**config.mk**
```make
export PLATFORM = sky130hd
export DESIGN_NAME = pipe_ctrl
export DESIGN_NICKNAME = d
export VERILOG_FILES = /design/src/rtl/pipe_ctrl_pkg.sv /design/src/rtl/pipe_div_timer.sv /design/src/rtl/pipe_ctrl.sv
export SDC_FILE = /design/constraint.sdc
export NUM_CORES = 1
export LEC_CHECK = 0
export ABC_CLOCK_PERIOD_IN_PS = 3100
export CORE_UTILIZATION = 43
export CTS_CLUSTER_DIAMETER = 80
export DETAILED_ROUTE_END_ITERATION = 6
export HOLD_SLACK_MARGIN = 0.15
export PLACE_DENSITY = 0.77
export SETUP_SLACK_MARGIN = 0.15
export SYNTH_ARGS = -nofsm -noshare
export SYNTH_HDL_FRONTEND = slang
export SYNTH_SLANG_ARGS = --single-unit
```
**constraint.sdc**
```tcl
create_clock -name clk -period 3.1 [get_ports clk]
set_clock_uncertainty 0.2 [all_clocks]
set_input_delay 0.62 -clock clk [delete_from_list [all_inputs] [get_ports clk]]
set_output_delay 0.62 -clock clk [all_outputs]
set_load 0.1 [all_outputs]
```
**src/rtl/pipe_ctrl_pkg.sv**
```systemverilog
// pipe_ctrl_pkg: shared definitions for the pipeline stall/refresh sequencer.
//   state_t         - sequencer FSM encoding (PC_RUN, PC_DRAIN)
//   DIV_CYCLES_DEF  - default number of cycles the iterative divider holds EX
//   OUTST_W         - width of the outstanding data-transaction counter
package pipe_ctrl_pkg;

    typedef enum logic [0:0] {
        PC_RUN   = 1'b0,
        PC_DRAIN = 1'b1
    } state_t;

    localparam int DIV_CYCLES_DEF = 33;
    localparam int OUTST_W        = 2;

endpackage

```
**src/rtl/pipe_div_timer.sv**
```systemverilog
// pipe_div_timer: occupancy timer for the multi-cycle divider sitting in EX.
// Ports:
//   clk, reset  - core clock, asynchronous active-high reset
//   ex_div      - a valid div/divu is in EX
//   ec_stall    - EC is held; a new division may not start
//   ex_stall    - EX is held; while low the finished result moves on
//   flush       - pipeline flush; discards a finished result
//   div_busy    - counter is running
//   div_done    - division finished, result waiting for EX to advance
module pipe_div_timer
    import pipe_ctrl_pkg::*;
#(
    parameter int DIV_CYCLES = DIV_CYCLES_DEF
) (
    input  logic clk,
    input  logic reset,
    input  logic ex_div,
    input  logic ec_stall,
    input  logic ex_stall,
    input  logic flush,
    output logic div_busy,
    output logic div_done
);

    localparam int              CNT_W = $clog2(DIV_CYCLES);
    localparam logic [CNT_W-1:0] LOAD = CNT_W'(DIV_CYCLES - 1);
    localparam logic [CNT_W-1:0] ONE  = CNT_W'(1);

    logic [CNT_W-1:0] div_cnt;

    // The start cycle itself counts as the first busy cycle of EX, so the
    // counter is loaded with one less than the total occupancy.
    // NOTE: state registers use non-blocking assignments so every flop
    // samples the pre-edge value of its neighbours.
    always_ff @(posedge clk or posedge reset) begin
        if (reset) begin
            div_cnt  <= '0;
            div_done <= 1'b0;
        end else begin
            if (div_cnt != '0)
                div_cnt <= div_cnt - ONE;
            else if (ex_div && !div_done && !ec_stall)
                div_cnt <= LOAD;

            if (flush)
                div_done <= 1'b0;
            else if (div_cnt == ONE)
                div_done <= 1'b1;
            else if (!ex_stall)
                div_done <= 1'b0;
        end
    end

    assign div_busy = (div_cnt != '0);

endmodule

```
**src/rtl/pipe_ctrl.sv**
```systemverilog
// pipe_ctrl: central stall/refresh sequencer for the IF/ID/EX/EC/WB core.
// Ports:
//   clk, reset                     - core clock, asynchronous active-high reset
//   inst_wait, inst_busy           - instruction-bus status from IF
//   data_req, data_addr_ok,
//   data_data_ok                   - data-bus handshake seen from EC
//   ec_load_wait                   - EC memory op still waiting for data_ok
//   id_load_use                    - ID needs the result of the load in EX
//   ex_div                         - valid divide in EX
//   ec_exc, ec_eret                - EC instruction redirects the pipeline
//   data_req_ok                    - EC may issue a data request
//   if/id/ex/ec_stall              - hold the corresponding segment register
//   id/ex/ec/wb_refresh            - clear the corresponding segment register
//   div_busy, outst, draining      - status
module pipe_ctrl
    import pipe_ctrl_pkg::*;
#(
    parameter int DIV_CYCLES = DIV_CYCLES_DEF,
    parameter int MAX_OUTST  = 2
) (
    input  logic               clk,
    input  logic               reset,
    input  logic               inst_wait,
    input  logic               inst_busy,
    input  logic               data_req,
    input  logic               data_addr_ok,
    input  logic               data_data_ok,
    input  logic               ec_load_wait,
    input  logic               id_load_use,
    input  logic               ex_div,
    input  logic               ec_exc,
    input  logic               ec_eret,
    output logic               data_req_ok,
    output logic               if_stall,
    output logic               id_stall,
    output logic               ex_stall,
    output logic               ec_stall,
    output logic               id_refresh,
    output logic               ex_refresh,
    output logic               ec_refresh,
    output logic               wb_refresh,
    output logic               div_busy,
    output logic [OUTST_W-1:0] outst,
    output logic               draining
);

    localparam logic [OUTST_W-1:0] MAX_CNT = OUTST_W'(MAX_OUTST);
    localparam logic [OUTST_W-1:0] ONE     = OUTST_W'(1);

    state_t             state;
    logic [OUTST_W-1:0] outst_nxt;
    logic               exc_any;
    logic               room;
    logic               ret;
    logic               inc;
    logic               quiet;
    logic               flush;
    logic               hold;
    logic               div_done;
    logic               b_ec_stall;
    logic               b_ex_stall;
    logic               b_id_stall;
    logic               b_if_stall;

    assign exc_any = ec_exc | ec_eret;
    assign room    = (outst < MAX_CNT);

    // A response with nothing outstanding is dropped so the counter cannot
    // wrap; an acceptance at the limit only counts if a response frees a slot.
    assign ret = data_data_ok & (outst != '0);
    assign inc = data_req & data_addr_ok & (room | ret);

    always_comb begin
        outst_nxt = outst;
        if (inc && !ret)
            outst_nxt = outst + ONE;
        else if (ret && !inc)
            outst_nxt = outst - ONE;
    end

    // "Quiet" looks at the post-edge count so a data_data_ok arriving this
    // cycle allows the flush in the same cycle.
    assign quiet = (outst_nxt == '0) & !inst_busy;
    assign flush = !reset & quiet & ((state == PC_RUN & exc_any) | (state == PC_DRAIN));
    assign hold  = !reset & !flush & ((state == PC_RUN & exc_any) | (state == PC_DRAIN));

    always_ff @(posedge clk or posedge reset) begin
        if (reset) begin
            state <= PC_RUN;
            outst <= '0;
        end else begin
            outst <= outst_nxt;
            case (state)
                PC_RUN:   if (exc_any && !quiet) state <= PC_DRAIN;
                PC_DRAIN: if (quiet)             state <= PC_RUN;
                default:                         state <= PC_RUN;
            endcase
        end
    end

    // Base hazard chain: a hold in a later stage holds every earlier stage.
    assign b_ec_stall = (data_req & !data_addr_ok) | ec_load_wait;
    assign b_ex_stall = b_ec_stall | (ex_div & !div_done);
    assign b_id_stall = b_ex_stall | id_load_use;
    assign b_if_stall = b_id_stall | inst_wait;

    // NOTE: every output gets a default at the top of the block so no path
    // through the if/else chain leaves one unassigned and infers a latch.
    always_comb begin
        if_stall   = b_if_stall;
        id_stall   = b_id_stall;
        ex_stall   = b_ex_stall;
        ec_stall   = b_ec_stall;
        // A bubble goes into a segment whose predecessor holds while it moves.
        id_refresh = b_if_stall & !b_id_stall;
        ex_refresh = b_id_stall & !b_ex_stall;
        ec_refresh = b_ex_stall & !b_ec_stall;
        wb_refresh = b_ec_stall;
        if (reset || flush) begin
            if_stall   = 1'b0;
            id_stall   = 1'b0;
            ex_stall   = 1'b0;
            ec_stall   = 1'b0;
            id_refresh = 1'b1;
            ex_refresh = 1'b1;
            ec_refresh = 1'b1;
            wb_refresh = 1'b1;
        end else if (hold) begin
            if_stall   = 1'b1;
            id_stall   = 1'b1;
            ex_stall   = 1'b1;
            ec_stall   = 1'b1;
            id_refresh = 1'b0;
            ex_refresh = 1'b0;
            ec_refresh = 1'b0;
            wb_refresh = 1'b0;
        end
    end

    assign data_req_ok = (state == PC_RUN) & !exc_any & room;
    assign draining    = (state == PC_DRAIN);

    pipe_div_timer #(
        .DIV_CYCLES(DIV_CYCLES)
    ) u_div (
        .clk      (clk),
        .reset    (reset),
        .ex_div   (ex_div),
        .ec_stall (ec_stall),
        .ex_stall (ex_stall),
        .flush    (flush),
        .div_busy (div_busy),
        .div_done (div_done)
    );

    // A response with no transaction outstanding indicates a bus protocol bug.
    assert property (@(posedge clk) disable iff (reset) !(data_data_ok && outst == '0));

endmodule

```
==> flow_metrics.env, run 1 <==
export IMPL_result_of_the_run="finished, violations left"
export IMPL_violations="setup timing"
export IMPL_whs_ns=0.344
export IMPL_postSynthAreaPerCell_um2=7.99
export IMPL_die_height_um=42.4
export IMPL_finalMaxSlewViolations=0
export IMPL_synth_nets=103
export IMPL_power_leakage_nw=0.624
export IMPL_drt_wirelength_per_cell_um=16.4
export IMPL_num_io_pins=25
export IMPL_die_width_um=42.4
export IMPL_critical_path_start_end_classification="flip-flop to output port"
export IMPL_flow_area_growth_from_synthesis_pct=98.0
export IMPL_maximum_vdd_ir_drop_uv=769
export IMPL_antenna_found_initial=0
export IMPL_relSlewSlack_pct=70.5
export IMPL_cts_num_sinks=10
export IMPL_port_buffers=24
export IMPL_finish_net_count=151
export IMPL_final_hold_viol_count=0
export IMPL_drtAntennaViolNets=0
export IMPL_worst_hold_path_type="flip-flop to flip-flop"
export IMPL_tritoncts="yes"
export IMPL_global_route_usage_total_pct=24.0
export IMPL_critical_path_buf_inv_count=3
export IMPL_place_gp_congestion=0.807
export IMPL_postSynthRegisterBits=10
export IMPL_floorplan_initialDensity_pct=46.1
export IMPL_drc=0
export IMPL_drt_first_iter_violations=15
export IMPL_clock_insertion_delay_worst_skew_ns=0.27
export IMPL_num_vias=828
export IMPL_worst_slew_pin_transition_ns=0.440
export IMPL_layout_cells_most_common="buf_4"
export IMPL_drt_pass1_iterations=4
export IMPL_clk_pin_slew_ns=0.07
export IMPL_postPlaceCellArea_um2=1210
export IMPL_cts_hold_buffers_added=0
export IMPL_htreeDepth=1
export IMPL_seq_area_um2=259
export IMPL_vias_per_cell=5.48
export IMPL_cts_made_buffers=3
export IMPL_layout_cell_area_non_filler_um2=1390
export IMPL_n_antenna_cell=0
export IMPL_fill_cells=64
export IMPL_timing_final_crit_share_pct=102
export IMPL_critical_path_arrival_ns=2.33
export IMPL_cap_violations=0
export IMPL_critical_path_endpoint_type="output port"
export IMPL_critical_path_slowest_cell="or4b_4"
export IMPL_min_period_ns=3.15
export IMPL_final_setup_worst_slack_ns=-0.0471
export IMPL_data_required_time_at_the_worst_endpoint_ns=2.28
export IMPL_synth_distinct_cells=29
export IMPL_rrSetupSlack_ns=0.53
export IMPL_start_kind="flip-flop"
export IMPL_global_route_overflow_total=0
export IMPL_placementRows=14
export IMPL_grt_pass1_vias=770
export IMPL_fmax_mhz=318
export IMPL_setup_viol=4
export IMPL_pin_count_of_the_biggest_net_entering_global_routing=14
export IMPL_multi_input_area_um2=579
export IMPL_die_area_um2=1800
export IMPL_grt_setup_unrepaired="yes"
export IMPL_path_delay_family="simple AND/OR/NAND/NOR gates"
export IMPL_place_detailed_hpwl_mm=1.43
export IMPL_yosys_warnings=0
export IMPL_ys_seq_area_share_pct=35.6
export IMPL_worst_path_max_fanout=4
export IMPL_final_core_utilization_pct=91.4
export IMPL_cp_cell_sequence="inv_4 > ha_4 > or4b_4 > nor3_4 > a211o_4 > a21oi_4 > buf_6 > o21ai_4 > buf_12"
export IMPL_cts_max_path_buffers=2
export IMPL_synthesis_area_um2=703
export IMPL_critical_path_max_stage_delay_ns=0.53
export IMPL_layout_cell_share_with_drive_strength_beyond_1_pct=50.4
export IMPL_first_pass_grt_wire_length_mm=3.29
export IMPL_most_used_cells_in_the_layout_excluding_fill_and_tap_cells="buf_4 (23), buf_12 (9), nand2_1 (8)"
export IMPL_dpl_worst_slack_ns=-0.347
export IMPL_syn_instance_count=88
export IMPL_core_region_um2=1520
export IMPL_total_wirelength_mm=2.48
export IMPL_clock_root_buffer="clkbuf_4"
export IMPL_power_density_nw_per_um2=1040
-- power by group --
group          internal (mW)  switching, mW  leakage [nW]
combinational          0.413          0.645         0.488
sequential             0.205         0.0672         0.116
clock                 0.0713         0.0456        0.0210
-- cell usage after synthesis, drive strengths merged --
cell type / count / area, µm²
ha: 3 / 37.5
nand2b: 3 / 18.8
a2bb2oi: 1 / 8.76
and2: 2 / 12.5
nor3: 7 / 35.0
buf: 1 / 5.00
o21a: 1 / 7.51
nand2: 10 / 37.5
nand3: 3 / 15.0
a21oi: 2 / 10.0
o211a: 1 / 10.0
a22oi: 1 / 7.51
nor2b: 4 / 25.0
a211o: 1 / 8.76
or3: 3 / 28.8
inv: 7 / 26.3
nor4: 1 / 6.26
or4b: 2 / 20.0
a32oi: 1 / 8.76
o21ai: 7 / 35.0
nor2: 11 / 41.3
nand3b: 1 / 7.51
o22ai: 1 / 6.26
xnor2: 3 / 26.3
dfrtp: 10 / 250
a21o: 1 / 7.51
-- final timing paths --
kind / cells after the start / to / from
setup / recovery: 9 / id_refresh / outst[0]
hold / removal: 2 / u_div.div_cnt[2] / u_div.div_cnt[2]
max in group asynchronous: 3 / outst[1] / reset
hold reg to reg: 2 / u_div.div_cnt[2] / u_div.div_cnt[2]
min in group asynchronous: 3 / u_div.div_cnt[3] / reset
setup reg to reg: 9 / u_div.div_cnt[1] / outst[0]
-- logic make-up (layout without fill, tap and decap cells) --
kind of cell             after synthesis  in the layout  share of synthesized area, %
adder cells (fa/ha/maj)                3              3                          5.34
AO/OA/AOI/OAI                         17             17                          15.7
buffers and inverters                  8             55                          4.45
AND/OR/NAND/NOR                       47             47                          35.2
flip-flops                            10             10                          35.6
XOR/XNOR                               3              3                          3.74
-- stage by stage --
step / power [mW] / cells / setup TNS [ns]
after floorplan: 0.908 / 88 / -0.483
after global placement: 1.16 / 139 / -1.15
after detailed placement: 1.18 / 139 / -1.41
after CTS: 1.37 / 149 / -0.283
after global routing: 1.51 / 151 / -0.428
final: 1.45 / 151 / -0.127
-- state kept, by name, summed over array words and instances, names as in the netlist --
signal and flops:
u_div.div_cnt 6, draining 1, outst 2, u_div.div_done 1
-- layer usage --
layer	up-vias	global-route usage, %	wire [µm]
met2	30	43.4	1310
met3	7	2.59	93
met5	-	0	0
li1	398	-	-
met4	0	9.38	61
met1	393	28.6	1010
-- final cells by class --
| cell class | instances | area share (%) |
|---|---|---|
| sequential | 10 | 18.6 |
| inverter | 7 | 2.07 |
| multi-input combinational | 70 | 41.6 |
| clock buffer | 4 | 2.61 |
| tap | 16 | 1.44 |
| timing repair buffer | 44 | 33.7 |
-- timing repair --
item,CTS,global route
resized for setup,21,11
pin swaps,7,8
setup buffers,6,2
setup endpoints to repair,8,8
-- tightest hold or removal path, stage by stage (launching register included) --
cell,delay [ns]
dfrtp_1,0.38
nand2b_1,0.06
o21ai_0,0.07
(Power assumes the default switching activity.)
==> run 2: changes to the inputs <==
Settings changed: CELL_PAD_IN_SITES_DETAIL_PLACEMENT set to 1, CELL_PAD_IN_SITES_GLOBAL_PLACEMENT set to 1, CORE_ASPECT_RATIO set to 0.7, CORE_MARGIN set to 2, CORE_UTILIZATION 43 to 31, PLACE_DENSITY 0.77 to not set, PLACE_DENSITY_LB_ADDON set to 0.1.
==> flow_metrics.env, run 2 (same netlist as run 1, synthesis figures left out) <==
export IMPL_start_kind="flip-flop"
export IMPL_result_of_the_run="finished, violations left"
export IMPL_min_period_ns=3.25
export IMPL_core_region_um2=2150
export IMPL_data_required_time_at_the_worst_endpoint_ns=2.28
export IMPL_drt_first_iter_violations=19
export IMPL_die_height_um=43.8
export IMPL_antenna_found_initial=0
export IMPL_critical_path_arrival_ns=2.43
export IMPL_cap_violations=0
export IMPL_layout_cells_most_common="buf_4"
export IMPL_global_route_overflow_total=0
export IMPL_port_buffers=24
export IMPL_numPlacedInstances=156
export IMPL_place_detailed_hpwl_mm=1.96
export IMPL_final_hold_viol_count=0
export IMPL_fill_cells=258
export IMPL_n_antenna_cell=0
export IMPL_grt_pass1_vias=894
export IMPL_critical_path_start_end_classification="flip-flop to output port"
export IMPL_tritoncts="yes"
export IMPL_power_leakage_nw=0.615
export IMPL_flow_area_growth_from_synthesis_pct=96.8
export IMPL_dpl_worst_slack_ns=-0.332
export IMPL_first_pass_grt_wire_length_mm=4.41
export IMPL_floorplan_initialDensity_pct=32.6
export IMPL_cts_num_sinks=10
export IMPL_num_vias=825
export IMPL_pin_count_of_the_biggest_net_entering_global_routing=14
export IMPL_cts_hold_buffers_added=0
export IMPL_grt_setup_unrepaired="yes"
export IMPL_top_register="u_div.div_cnt"
export IMPL_power_density_nw_per_um2=1050
export IMPL_drtAntennaViolNets=0
export IMPL_finish_net_count=151
export IMPL_final_core_utilization_pct=64.2
export IMPL_drc=0
export IMPL_most_used_cells_in_the_layout_excluding_fill_and_tap_cells="buf_4 (23), buf_12 (9), nand2_1 (8), clkdlybuf4s50_1 (8), dfrtp_1 (7)"
export IMPL_worst_hold_path_type="flip-flop to flip-flop"
export IMPL_violations="setup timing"
export IMPL_worst_slew_pin_transition_ns=0.405
export IMPL_maximum_vdd_ir_drop_uv=502
export IMPL_vias_per_cell=4.94
export IMPL_total_wirelength_mm=2.74
export IMPL_critical_path_endpoint_type="output port"
export IMPL_cts_max_path_buffers=2
export IMPL_largest_register_ffs=6
export IMPL_setup_viol=8
export IMPL_cts_made_buffers=3
export IMPL_biggest_regs="u_div.div_cnt: 6 flops, outst: 2 flops"
export IMPL_whs_ns=0.350
export IMPL_final_setup_worst_slack_ns=-0.150
export IMPL_placementRows=14
export IMPL_finalMaxSlewViolations=0
export IMPL_num_io_pins=25
export IMPL_die_width_um=60.9
export IMPL_drt_wirelength_per_cell_um=16.4
export IMPL_htreeDepth=1
export IMPL_global_route_usage_total_pct=22.6
export IMPL_clk_pin_slew_ns=0.07
export IMPL_drt_pass1_iterations=4
export IMPL_layout_cell_share_with_drive_strength_beyond_1_pct=45.9
export IMPL_finalNonFillerCells=167
export IMPL_worst_path_max_fanout=4
export IMPL_die_area_um2=2670
export IMPL_timing_final_crit_share_pct=105
export IMPL_worst_r2r_path_depth=9
export IMPL_clock_root_buffer="clkbuf_4"
export IMPL_place_gp_congestion=0.755
export IMPL_fmax_mhz=308
export IMPL_clock_insertion_delay_worst_skew_ns=0.28
export IMPL_cells_on_worst_hold_path=2
export IMPL_power_consumption_mw=1.46
export IMPL_relSlewSlack_pct=72.8
## run 2: through the flow
stage,setup TNS (ns),cell area [µm²]
global route,-1.65,1380
CTS,-0.686,1350
detailed placement,-1.64,1240
floorplan,-0.483,790
global placement,-1.23,1240
finish,-0.989,1380
## run 2: where the power goes
group	switching (mW)	total, mW	internal, mW
clock network	0.0536	0.125	0.0715
registers	0.0698	0.275	0.205
logic	0.640	1.06	0.416
total	0.763	1.46	0.692
## run 2: path summary, 6_finish.rpt
kind,from,to,slack [ns]
max,outst[0],wb_refresh,-0.15
min,u_div.div_done,u_div.div_done,0.35
max reg2reg,outst[0],u_div.div_cnt[1],0.48
min reg2reg,u_div.div_done,u_div.div_done,0.35
max in group asynchronous,reset,outst[1],1.84
min in group asynchronous,reset,u_div.div_cnt[4],0.68
## run 2: routing by layer
| layer | global-route usage, % | wire, µm |
|---|---|---|
| met2 | 38.3 | 1430 |
| met5 | 0 | 0 |
| met4 | 1.30 | 13 |
| met1 | 30.2 | 1220 |
| met3 | 6.27 | 76 |
## run 2: area by class of cell
class	instances	area, µm²	share of cell area [%]
multi-input combinational	70	546	39.4
tap	32	40.0	2.89
inverter	7	28.8	2.08
sequential	10	259	18.7
timing repair buffer	44	474	34.3
clock buffer	4	36.3	2.62
## run 2: critical path, stage by stage, from the launching register on
cell and delay [ns]:
dfrtp_4 0.49, inv_4 0.08, ha_4 0.21, or4b_4 0.53
nor3_4 0.11, a211o_1 0.20, buf_6 0.13, nor2_2 0.05
o21ai_4 0.16, buf_12 0.19
## run 2: timing repair
item	in CTS	in global routing
resized for setup	13	3
pin swaps	6	3
setup endpoints to repair	8	8
endpoints found under the hold margin	0	0
buffers inserted	4	3
==> run 3: changes to the inputs <==
Settings changed: CORE_ASPECT_RATIO 0.7 to not set, CORE_UTILIZATION 31 to 42, DONT_BUFFER_PORTS set to 1, SKIP_LAST_GASP set to 1.
==> flow_metrics.env, run 3 (same netlist as run 1, synthesis figures left out) <==
export IMPL_cells_on_worst_hold_path=2
export IMPL_finalMaxSlewViolations=0
export IMPL_cp_cell_sequence="buf_4 > or4b_4 > nor3_4 > a211o_1 > buf_4 > a21oi_4 > and2_4"
export IMPL_min_period_ns=3.28
export IMPL_finish_net_count=130
export IMPL_place_detailed_hpwl_mm=1.80
export IMPL_timing_final_crit_share_pct=106
export IMPL_most_used_cells_in_the_layout_excluding_fill_and_tap_cells="buf_4 (14), nand2_1 (7), buf_12 (7), dfrtp_1 (7)"
export IMPL_fill_cells=148
export IMPL_worst_hold_path_type="flip-flop to flip-flop"
export IMPL_die_area_um2=2020
export IMPL_die_height_um=44.9
export IMPL_pin_count_of_the_biggest_net_entering_global_routing=14
export IMPL_layout_cell_share_with_drive_strength_beyond_1_pct=45.6
export IMPL_placementRows=14
export IMPL_drt_first_iter_violations=44
export IMPL_critical_path_slowest_cell="dfrtp_4"
export IMPL_result_of_the_run="finished, violations left"
export IMPL_violations="setup timing"
export IMPL_port_buffers=0
export IMPL_place_gp_congestion=0.754
export IMPL_layout_cells_most_common="buf_4"
export IMPL_cts_made_buffers=3
export IMPL_clk_pin_slew_ns=0.08
export IMPL_num_vias=897
export IMPL_htreeDepth=1
export IMPL_tritoncts="yes"
export IMPL_num_io_pins=25
export IMPL_cell_repeated_most_along_the_worst_path="buf_4"
export IMPL_grt_setup_unrepaired="yes"
export IMPL_dpl_worst_slack_ns=0.0115
export IMPL_final_setup_worst_slack_ns=-0.183
export IMPL_fmax_mhz=305
export IMPL_flow_area_growth_from_synthesis_pct=64.9
export IMPL_antenna_found_initial=0
export IMPL_worst_path_max_fanout=4
export IMPL_data_required_time_at_the_worst_endpoint_ns=2.28
export IMPL_power_consumption_mw=1.48
export IMPL_global_route_usage_total_pct=38.1
export IMPL_cts_max_path_buffers=2
export IMPL_maximum_vdd_ir_drop_uv=909
export IMPL_top_register="u_div.div_cnt"
export IMPL_drt_wirelength_per_cell_um=28.1
export IMPL_cap_violations=0
export IMPL_final_hold_viol_count=0
export IMPL_clock_root_buffer="clkbuf_4"
export IMPL_relSlewSlack_pct=56.5
export IMPL_core_region_um2=1540
export IMPL_floorplan_initialDensity_pct=45.6
export IMPL_final_core_utilization_pct=75.2
export IMPL_critical_path_start_end_classification="flip-flop to output port"
export IMPL_multi_input_area_um2=546
export IMPL_critical_path_max_stage_delay_ns=0.50
export IMPL_worst_r2r_path_depth=9
export IMPL_vias_per_cell=6.90
export IMPL_biggest_regs="u_div.div_cnt: 6 flops, outst: 2 flops"
export IMPL_drc=0
export IMPL_critical_path_arrival_ns=2.46
export IMPL_n_antenna_cell=0
export IMPL_grt_pass1_vias=957
export IMPL_seq_area_um2=259
export IMPL_drt_pass1_iterations=4
export IMPL_cts_num_sinks=10
export IMPL_drtAntennaViolNets=0
export IMPL_power_leakage_nw=0.501
export IMPL_largest_register_ffs=6
export IMPL_die_width_um=44.9
export IMPL_first_pass_grt_wire_length_mm=5.13
export IMPL_global_route_overflow_total=0
export IMPL_start_kind="flip-flop"
export IMPL_setup_viol=8
export IMPL_total_wirelength_mm=3.65
export IMPL_power_density_nw_per_um2=1280
export IMPL_whs_ns=0.385
export IMPL_clock_insertion_delay_worst_skew_ns=0.28
export IMPL_worst_slew_pin_transition_ns=0.647
export IMPL_critical_path_endpoint_type="output port"
[run 3: path summary, 6_finish.rpt]
kind / start / endpoint / slack [ns]
setup / recovery: outst[0] / id_stall / -0.18
hold / removal: u_div.div_done / u_div.div_done / 0.39
setup reg to reg: outst[0] / u_div.div_cnt[1] / 0.41
hold reg to reg: u_div.div_done / u_div.div_done / 0.39
max in group asynchronous: reset / outst[1] / 1.76
min in group asynchronous: reset / outst[0] / 0.76
[run 3: cell type report]
cell class	instances	share of cell area, %
Clock buffer	4	3.13
Tap cell	16	1.73
Timing Repair Buffer	23	23.0
Inverter	7	2.80
Sequential cell	10	22.3
Multi-Input combinational cell	70	47.0
[run 3: metal layers]
| layer | vias up | global-route usage [%] | share of wire, % | wire length [µm] |
|---|---|---|---|---|
| met5 | - | 0 | 0 | 0 |
| met4 | 0 | 24.1 | 3.4 | 125 |
| met3 | 20 | 6.80 | 7.3 | 268 |
| met2 | 79 | 71.9 | 53 | 1950 |
| met1 | 438 | 37.8 | 36 | 1310 |
| li1 | 360 | - | - | - |
[run 3: repair_timing]
| action | CTS | global route |
|---|---|---|
| hold buffers | 1 | 0 |
| endpoints found under the setup margin | 8 | 9 |
| pin swaps | 5 | 3 |
| hold endpoints to repair | 10 | 0 |
| setup buffers | 5 | 1 |
| resized for setup | 10 | 3 |
[run 3: metrics by stage]
stage                     instances  instance area [µm²]  setup TNS, ns
after global routing            130                 1160          -1.34
after global placement          119                 1010              0
after CTS                       129                 1140         -0.426
after detailed placement        119                 1010              0
final                           130                 1160          -1.10
after floorplan                  88                  790         -0.483
[run 3: worst max-delay path, delay by kind of cell, from the launching register on]
family / cells / cell delay (ns)
and+or+nand+nor: 3 / 0.68
AOI/OAI and AO/OA: 2 / 0.57
buffers and inverters: 2 / 0.42
DFF: 1 / 0.50
[run 3: where the power goes]
part           internal (mW)  total, mW  switching (mW)
Combinational          0.362       1.06           0.700
Clock                 0.0715      0.126          0.0544
Sequential             0.205      0.292          0.0868
